==> src/rtl/fetch_sequencer.sv <==
`default_nettype none
// fetch_sequencer: owns the fetch PC and keeps one instruction-memory read in
// flight at a time. Returned words land in a one-entry buffer toward decode.
module fetch_sequencer #(
  parameter int               WIDTH      = 32,
  parameter int               ILEN       = 32,
  parameter logic [WIDTH-1:0] START_ADDR = 32'h8000_0000
) (
  input  logic             clk_i,
  input  logic             rst_ni,
  input  logic             redirect_valid_i,
  input  logic [WIDTH-1:0] redirect_pc_i,
  input  logic             trap_valid_i,
  input  logic [WIDTH-1:0] trap_pc_i,
  output logic             imem_req_valid_o,
  output logic [WIDTH-1:0] imem_req_addr_o,
  input  logic             imem_req_ready_i,
  input  logic             imem_rsp_valid_i,
  input  logic [ILEN-1:0]  imem_rsp_data_i,
  input  logic             imem_rsp_err_i,
  output logic             inst_valid_o,
  input  logic             inst_ready_i,
  output logic [ILEN-1:0]  inst_o,
  output logic [WIDTH-1:0] inst_pc_o,
  output logic             inst_fault_o,
  output logic [WIDTH-1:0] pc_o
);

  typedef enum logic [2:0] {
    S_BOOT  = 3'd0,
    S_REQ   = 3'd1,
    S_WAIT  = 3'd2,
    S_HOLD  = 3'd3,
    S_DRAIN = 3'd4,
    S_HALT  = 3'd5
  } state_t;

  state_t           state_q;
  logic [WIDTH-1:0] pc_q;
  logic             req_valid_q;
  logic             inst_valid_q;
  logic [ILEN-1:0]  inst_q;
  logic [WIDTH-1:0] inst_pc_q;
  logic             inst_fault_q;

  logic             flush_d;
  logic [WIDTH-1:0] flush_pc_d;
  logic [WIDTH-1:0] pc_inc_d;

  // Trap entry outranks a simultaneous branch/jump redirect.
  assign flush_d    = trap_valid_i | redirect_valid_i;
  assign flush_pc_d = trap_valid_i ? trap_pc_i : redirect_pc_i;
  assign pc_inc_d   = pc_q + {{(WIDTH-3){1'b0}}, 3'd4};

  always_ff @(posedge clk_i or negedge rst_ni) begin
    if (!rst_ni) begin
      state_q      <= S_BOOT;
      pc_q         <= START_ADDR;
      req_valid_q  <= 1'b0;
      inst_valid_q <= 1'b0;
      inst_q       <= '0;
      inst_pc_q    <= '0;
      inst_fault_q <= 1'b0;
    end else begin
      case (state_q)
        S_BOOT: begin
          if (flush_d) pc_q <= flush_pc_d;
          state_q     <= S_REQ;
          req_valid_q <= 1'b1;
        end
        S_REQ: begin
          if (flush_d) begin
            pc_q <= flush_pc_d;
            // An accepted request still owes a response on the old path.
            if (imem_req_ready_i) begin
              state_q     <= S_DRAIN;
              req_valid_q <= 1'b0;
            end
          end else if (imem_req_ready_i) begin
            state_q     <= S_WAIT;
            req_valid_q <= 1'b0;
          end
        end
        S_WAIT: begin
          if (flush_d) begin
            pc_q <= flush_pc_d;
            // A response arriving with the flush is already the wrong-path one.
            if (imem_rsp_valid_i) begin
              state_q     <= S_REQ;
              req_valid_q <= 1'b1;
            end else begin
              state_q <= S_DRAIN;
            end
          end else if (imem_rsp_valid_i) begin
            inst_q       <= imem_rsp_data_i;
            inst_pc_q    <= pc_q;
            inst_fault_q <= imem_rsp_err_i;
            inst_valid_q <= 1'b1;
            state_q      <= S_HOLD;
          end
        end
        S_HOLD: begin
          if (flush_d) begin
            pc_q         <= flush_pc_d;
            inst_valid_q <= 1'b0;
            state_q      <= S_REQ;
            req_valid_q  <= 1'b1;
          end else if (inst_ready_i) begin
            inst_valid_q <= 1'b0;
            if (inst_fault_q) begin
              state_q <= S_HALT;
            end else begin
              pc_q        <= pc_inc_d;
              state_q     <= S_REQ;
              req_valid_q <= 1'b1;
            end
          end
        end
        S_HALT: begin
          if (flush_d) begin
            pc_q        <= flush_pc_d;
            state_q     <= S_REQ;
            req_valid_q <= 1'b1;
          end
        end
        S_DRAIN: begin
          if (flush_d) pc_q <= flush_pc_d;
          if (imem_rsp_valid_i) begin
            state_q     <= S_REQ;
            req_valid_q <= 1'b1;
          end
        end
        default: begin
          state_q      <= S_BOOT;
          req_valid_q  <= 1'b0;
          inst_valid_q <= 1'b0;
        end
      endcase
    end
  end

  assign imem_req_valid_o = req_valid_q;
  assign imem_req_addr_o  = pc_q;
  assign inst_valid_o     = inst_valid_q;
  assign inst_o           = inst_q;
  assign inst_pc_o        = inst_pc_q;
  assign inst_fault_o     = inst_fault_q;
  assign pc_o             = pc_q;

endmodule
`default_nettype wire

==> config.mk <==
export PLATFORM = sky130hd
export DESIGN_NAME = fetch_sequencer
export DESIGN_NICKNAME = d
export VERILOG_FILES = /design/src/rtl/fetch_sequencer.sv
export SDC_FILE = /design/constraint.sdc
export NUM_CORES = 1
export LEC_CHECK = 0
export CAP_MARGIN = 20
export CORE_MARGIN = 2
export CORE_UTILIZATION = 35
export DETAILED_ROUTE_END_ITERATION = 8
export DONT_BUFFER_PORTS = 1
export MAX_ROUTING_LAYER = met4
export PLACE_DENSITY = 0.56
export SYNTH_ARGS = -nofsm -noshare
export SYNTH_HDL_FRONTEND = slang
export SYNTH_SLANG_ARGS = --single-unit
==> constraint.sdc <==
create_clock -name clk_i -period 2.5 [get_ports clk_i]
set_clock_uncertainty 0.15 [all_clocks]
set_input_delay 0.5 -clock clk_i [delete_from_list [all_inputs] [get_ports clk_i]]
set_output_delay 0.5 -clock clk_i [all_outputs]
set_load 0.02 [all_outputs]
==> results of run 1 <==
-- how the worst max path moves through the flow --
stage | slack, ns | endpoint | startpoint
final | 0.34 | imem_req_addr_o[24] | imem_req_addr_o[2]
after global routing | 0.18 | imem_req_addr_o[30] | state_q[0]
after CTS | 0.35 | imem_req_addr_o[24] | imem_req_addr_o[2]
after detailed placement | 0.33 | imem_req_addr_o[30] | trap_valid_i
after global placement | 0.38 | imem_req_addr_o[30] | trap_valid_i
after floorplan | 0.35 | imem_req_addr_o[24] | imem_req_addr_o[2]
-- kinds of logic after synthesis --
kind of cell	count (synthesis)
fa+ha+maj	1
mux	88
flops	102
buf+inv	70
simple gates	124
compound gates	123
-- cell usage in the layout (no fill, tap or decap), types with 4 or more instances in the layout --
cell / netlist / final
a211oi_1: 11 / 11
buf_4: 33 / 34
dfrtp_1: 101 / 101
mux2_2: 69 / 69
a21oi_1: 35 / 35
nor2_1: 25 / 25
o22a_1: 5 / 5
nand4_1: 6 / 6
nand3_1: 15 / 14
and4_1: 4 / 4
a31oi_1: 8 / 8
a311oi_1: 6 / 6
nor2b_1: 10 / 9
clkbuf_16: 0 / 9
o22ai_1: 7 / 7
nor3_1: 13 / 13
and2_1: 4 / 4
nand2_1: 28 / 28
inv_1: 5 / 5
mux2i_1: 19 / 19
o21ai_0: 26 / 26
-- routing by layer --
metal | GRT usage (%) | up-vias | routed length (µm)
met5 | - | - | 0
met4 | 6.85 | 0 | 214
met3 | 4.55 | 14 | 1100
met2 | 27.3 | 191 | 6790
met1 | 21.1 | 1881 | 5880
li1 | - | 1806 | -
-- sequential cells by signal, summed over array words and instances (netlist names) --
register / flops
imem_req_addr_o: 32
inst_o: 32
inst_pc_o: 32
state_q: 3
imem_req_valid_o: 1
inst_fault_o: 1
inst_valid_o: 1
-- power breakdown --
part / internal [mW] / switching, mW
Sequential: 1.95 / 0.616
Combinational: 0.439 / 0.636
Clock: 0.701 / 0.704
Total: 3.09 / 1.96
-- final cells by class --
class | instances | share of cell area, %
Sequential cell | 102 | 43.7
Multi-Input combinational cell | 336 | 42.3
Timing Repair Buffer | 35 | 4.71
Tap cell | 188 | 4.03
Clock buffer | 9 | 3.86
Clock inverter | 7 | 1.09
Inverter | 5 | 0.321
==> metrics.txt, run 1 <==
vias in the first global route=between 3000 and 4000; synth unique cells=54; peak supply drop=between 0.3 and 0.4 mV; htree depth=3; Synth Net Count=just over 600; total number of vias=slightly below 4000; CP most frequent cell=a311oi_1; estimated wirelength of the detail-placed design=9.91 mm; FF+latch area=about 2600 µm²; top-count cell post-synth=dfrtp_1; Tcrit/Tclk final=86.3%; PwrDens=864 nW/µm²; Final GP Congestion=approximately 0.86; CTS tree=done; final hold vios=102; post-synthesis cell count=slightly above 500; Total GRT Usage=~17%; Worst R2R Start=imem_req_addr_o[2]; required time worst endpoint=about 2.6 ns; crit path max fanout=6; root buffer cell=clkbuf_16; fin util=around two fifths; WP depth=6; xor/xnor share of the synthesized area=0%; pre-CTS setup slack=0.330 ns; Yosys reg bits=102; # diodes=0; # setup viols final=0; leak pwr=~2.6 nW; # fillers=roughly 1500; Placeable Area=approximately 15000 µm²; Starting Density=roughly 36%; Post-synth EDFFs=0; PostCTS Resize Cnt=0; mux contribution to synthesized area=17.9%; CTS Sinks=slightly above 100; max_slew headroom=between 50% and 60%; Ports=approximately 240; Iteration-0 DRC Markers=around 270; multi-input combinational cell area=2470 µm²; capturing point of the worst reg2reg path=imem_req_addr_o[24]; Synth Area in Compound Gates=~14%; global-route wire length before repair=21.2 mm; clk buf depth=2; reg-to-reg setup timing slack=~0.34 ns; dominant synthesized flop cell=dfrtp_1; setup_tns=0 ns; Die X=around 130 µm; DR vias/cell=~5.7; ys async rst share=100%; Reg clk slew, reported paths=roughly 0.080 ns; remaining antenna violation count=0; outcome=complete, but fails checks; DP Area=between 5000 and 6000 µm²; R2R depth=6; failing checks=negative hold slack; Clock Latency Late Sink=around 0.37 ns; synthesis-to-layout area growth=8.23%; Worst EP arrival=about 2.3 ns; grt total ovfl=0; routed length per instance=~21 µm; Pwr Total=5.05 mW; sequential fraction of the synthesis area=between 40% and 50%; DIE AREA=approximately 16000 µm²; post-synthesis average cell area=about 11 µm²; CP max-delay cell=nor4_4; fin cells=roughly 700; crit-path max cell delay=about 0.40 ns; setup ws final=0.343 ns; Worst-Margin Slew=roughly 0.64 ns; RSZ-0062 raised after global routing=no; ranking of synthesized cells by area=dfrtp_1 47%, mux2_2 14%, buf_4 4.6%; Netlist Area Pre-Place=5400 µm²; WL final=14.0 mm; Largest delay share family, worst path=simple AND/OR/NAND/NOR gates; share of the synthesized area in the top cell type=between 40% and 50%; adder and majority gate portion of the synthesized area=0.232%; Final Hold Slack=-0.327 ns; critical path endpoint category=flop; max-slew violation count=0; design area=between 5000 and 6000 µm²; die height=approximately 130 µm; startpoint types=flop; Max-Cap Viols=0; drc violations=0; Nets=around 600; setup bufs post-CTS=0; Fmax=~460 MHz; CP Buf/Inv Count=0; crit path kind=flop to flop; Hold Path Class=input pin to asynchronous set/reset pin; Warnings, synthesis=0; row count=45; I/O Buffers=0; dpl cells=roughly 670; leading area contributor after synthesis=dfrtp_1; most frequent cells after synthesis=101 x dfrtp_1, 69 x mux2_2, 35 x a21oi_1; TritonRoute pass-1 iters=5; initial antenna violation count=0; post-route minimum period=2.16 ns; simple-gate share of the synthesized area=around an eighth; layout cell share with drive strength beyond 1=between 20% and 30%; main combinational cell family by area after synthesis=multiplexers; largest net degree at the start of global routing=between 100 and 150; total CTS buffers=9; critical path, cell by cell=ha_1 -> nand4_1 -> nor4_4 -> and3_4 -> a311oi_1 -> a311oi_1
Power figures use the tool's default switching activity.
==> inputs of run 2 (changes only) <==
CORE_MARGIN = default   (was 2)
CTS_CLUSTER_DIAMETER = 30   (was default)
==> run 2 against run 1 <==
Against the previous run:
- the run still ends with negative hold slack left
- critical endpoint unchanged
- sequential share of layout area down 0.23 points
- total power increased by 1.8%
- first-iteration DRC count is 7.8% lower
==> metrics.txt, run 2 (synthesized netlist as in run 1, its figures left out) <==
synthesis-to-layout area growth=8.81%; startpoint types=flop; vias in the first global route=about 4000; Max-Cap Viols=0; CTS tree=done; Sw Share=between 30% and 40%; remaining antenna violation count=0; Iteration-0 DRC Markers=between 200 and 250; clk buf depth=2; Largest delay share family, worst path=simple AND/OR/NAND/NOR gates; setup bufs post-CTS=0; global-route wire length before repair=approximately 22 mm; Nets=~600; WL final=~14 mm; fin cells=about 700; Pint=around 3.2 mW; most frequent cells in the layout=101 x dfrtp_1, 69 x mux2_2, 35 x a21oi_1, 35 x buf_4, 28 x nand2_1; # diodes=0; pre-CTS setup slack=roughly 0.38 ns; crit path kind=flop to flop; critical path endpoint category=flop; initial antenna violation count=0; leading cell type in the layout, fill and taps excluded=dfrtp_1; RSZ-0062 raised after global routing=no; DIE AREA=between 15000 and 20000 µm²; estimated wirelength of the detail-placed design=9.67 mm; PwrDens=~870 nW/µm²; outcome=complete, but fails checks; total number of vias=~3900; setup_tns=0 ns; required time worst endpoint=between 2 and 3 ns; critical path, cell by cell=ha_1 -> nand4_1 -> nor4_4 -> and3_4 -> a311oi_1 -> a311oi_1; DR vias/cell=slightly below 6; Pwr Total=~5.1 mW; die height=about 130 µm; leak pwr=between 2 and 3 nW; P_sw=~1.9 mW; Clk pwr share=about 29%; largest net degree at the start of global routing=between 100 and 150; grt total ovfl=0; crit path max fanout=6; max-slew violation count=0; Total GRT Usage=18.4%; Placeable Area=~15000 µm²; final hold vios=102; Worst EP arrival=2.25 ns; drc violations=0; crit-path max cell delay=around 0.42 ns; root buffer cell=clkbuf_16; Reg clk slew, reported paths=0.07 ns; Starting Density=between 30 and 40%; I/O Buffers=0; # setup viols final=0; Clock Latency Late Sink=between 0.3 and 0.4 ns; Hold Path Class=input pin to asynchronous set/reset pin; peak supply drop=approximately 0.34 mV; design area=5870 µm²; layout cell share with drive strength beyond 1=26.9%; Die X=roughly 130 µm; TritonRoute pass-1 iters=5; Final Hold Slack=-0.318 ns; CP max-delay cell=nor4_4; CTS Sinks=~100; PostCTS Resize Cnt=0; CP most frequent cell=a311oi_1; row count=45; post-route minimum period=roughly 2.1 ns; total CTS buffers=9; Ports=roughly 240; dpl cells=around 670; DP Area=5560 µm²; max_slew headroom=a little under three fifths; Final GP Congestion=just under 0.8; failing checks=negative hold slack; routed length per instance=20.2 µm; sequential power share=about half; logic gate share of total power=approximately a fifth; Worst-Margin Slew=0.644 ns; CP Buf/Inv Count=0; htree depth=3; Fmax=469 MHz; Tcrit/Tclk final=85.4%; setup ws final=between 0.3 and 0.4 ns
-- run 2: cell types whose count changed in the layout (fill, tap and decap cells not counted), sizes merged --
cell      change
clkinvlp      -2
buf           +1
bufinv        +1
clkinv        +1
-- run 2: cell type report --
type	count	area, µm²
clock buffer	9	225
clock inverter	7	87.6
fill	1480	9270
inverter	5	18.8
multi-input combinational	336	2470
sequential	102	2550
tap	188	235
timing repair buffer	36	283
-- run 2: power groups by stage --
| stage | sequential [mW] | clock (mW) | combinational (mW) |
|---|---|---|---|
| after floorplan | 2.59 | 0 | 0.865 |
| after global placement | 2.58 | 0 | 1.07 |
| after detailed placement | 2.59 | 0 | 1.10 |
| after CTS | 2.56 | 1.55 | 1.10 |
| after global routing | 2.60 | 1.61 | 1.20 |
| final | 2.55 | 1.49 | 1.09 |
-- run 2: final timing paths --
| check | depth (start not counted) | from | to | slack (ns) |
|---|---|---|---|---|
| min | 0 | rst_ni | inst_pc_o[10] | -0.32 |
| min in group clk_i | 1 | trap_valid_i | imem_req_addr_o[0] | 0.10 |
| max in group asynchronous | 0 | rst_ni | imem_req_addr_o[31] | 2.33 |
| max | 6 | imem_req_addr_o[2] | imem_req_addr_o[24] | 0.37 |
| min reg2reg | 2 | inst_pc_o[14] | inst_pc_o[14] | 0.48 |
| max reg2reg | 6 | imem_req_addr_o[2] | imem_req_addr_o[24] | 0.37 |
-- run 2: metrics by stage --
stage / hold WS (ns) / util [%]
after floorplan: 0.0544 / -
after global placement: 0.0564 / 36.7
after detailed placement: 0.0561 / 36.7
after CTS: -0.337 / 38.8
after global routing: -0.336 / 38.8
final: -0.318 / 38.8
-- run 2: layer usage --
layer  wire length [µm]  global-route usage, %  vias to the layer above
li1                   -                      -                     1799
met1               5860                   22.3                     1953
met2               6690                   28.7                      177
met3               1020                   5.65                       19
met4                252                   7.02                        0
met5                  0                      -                        -
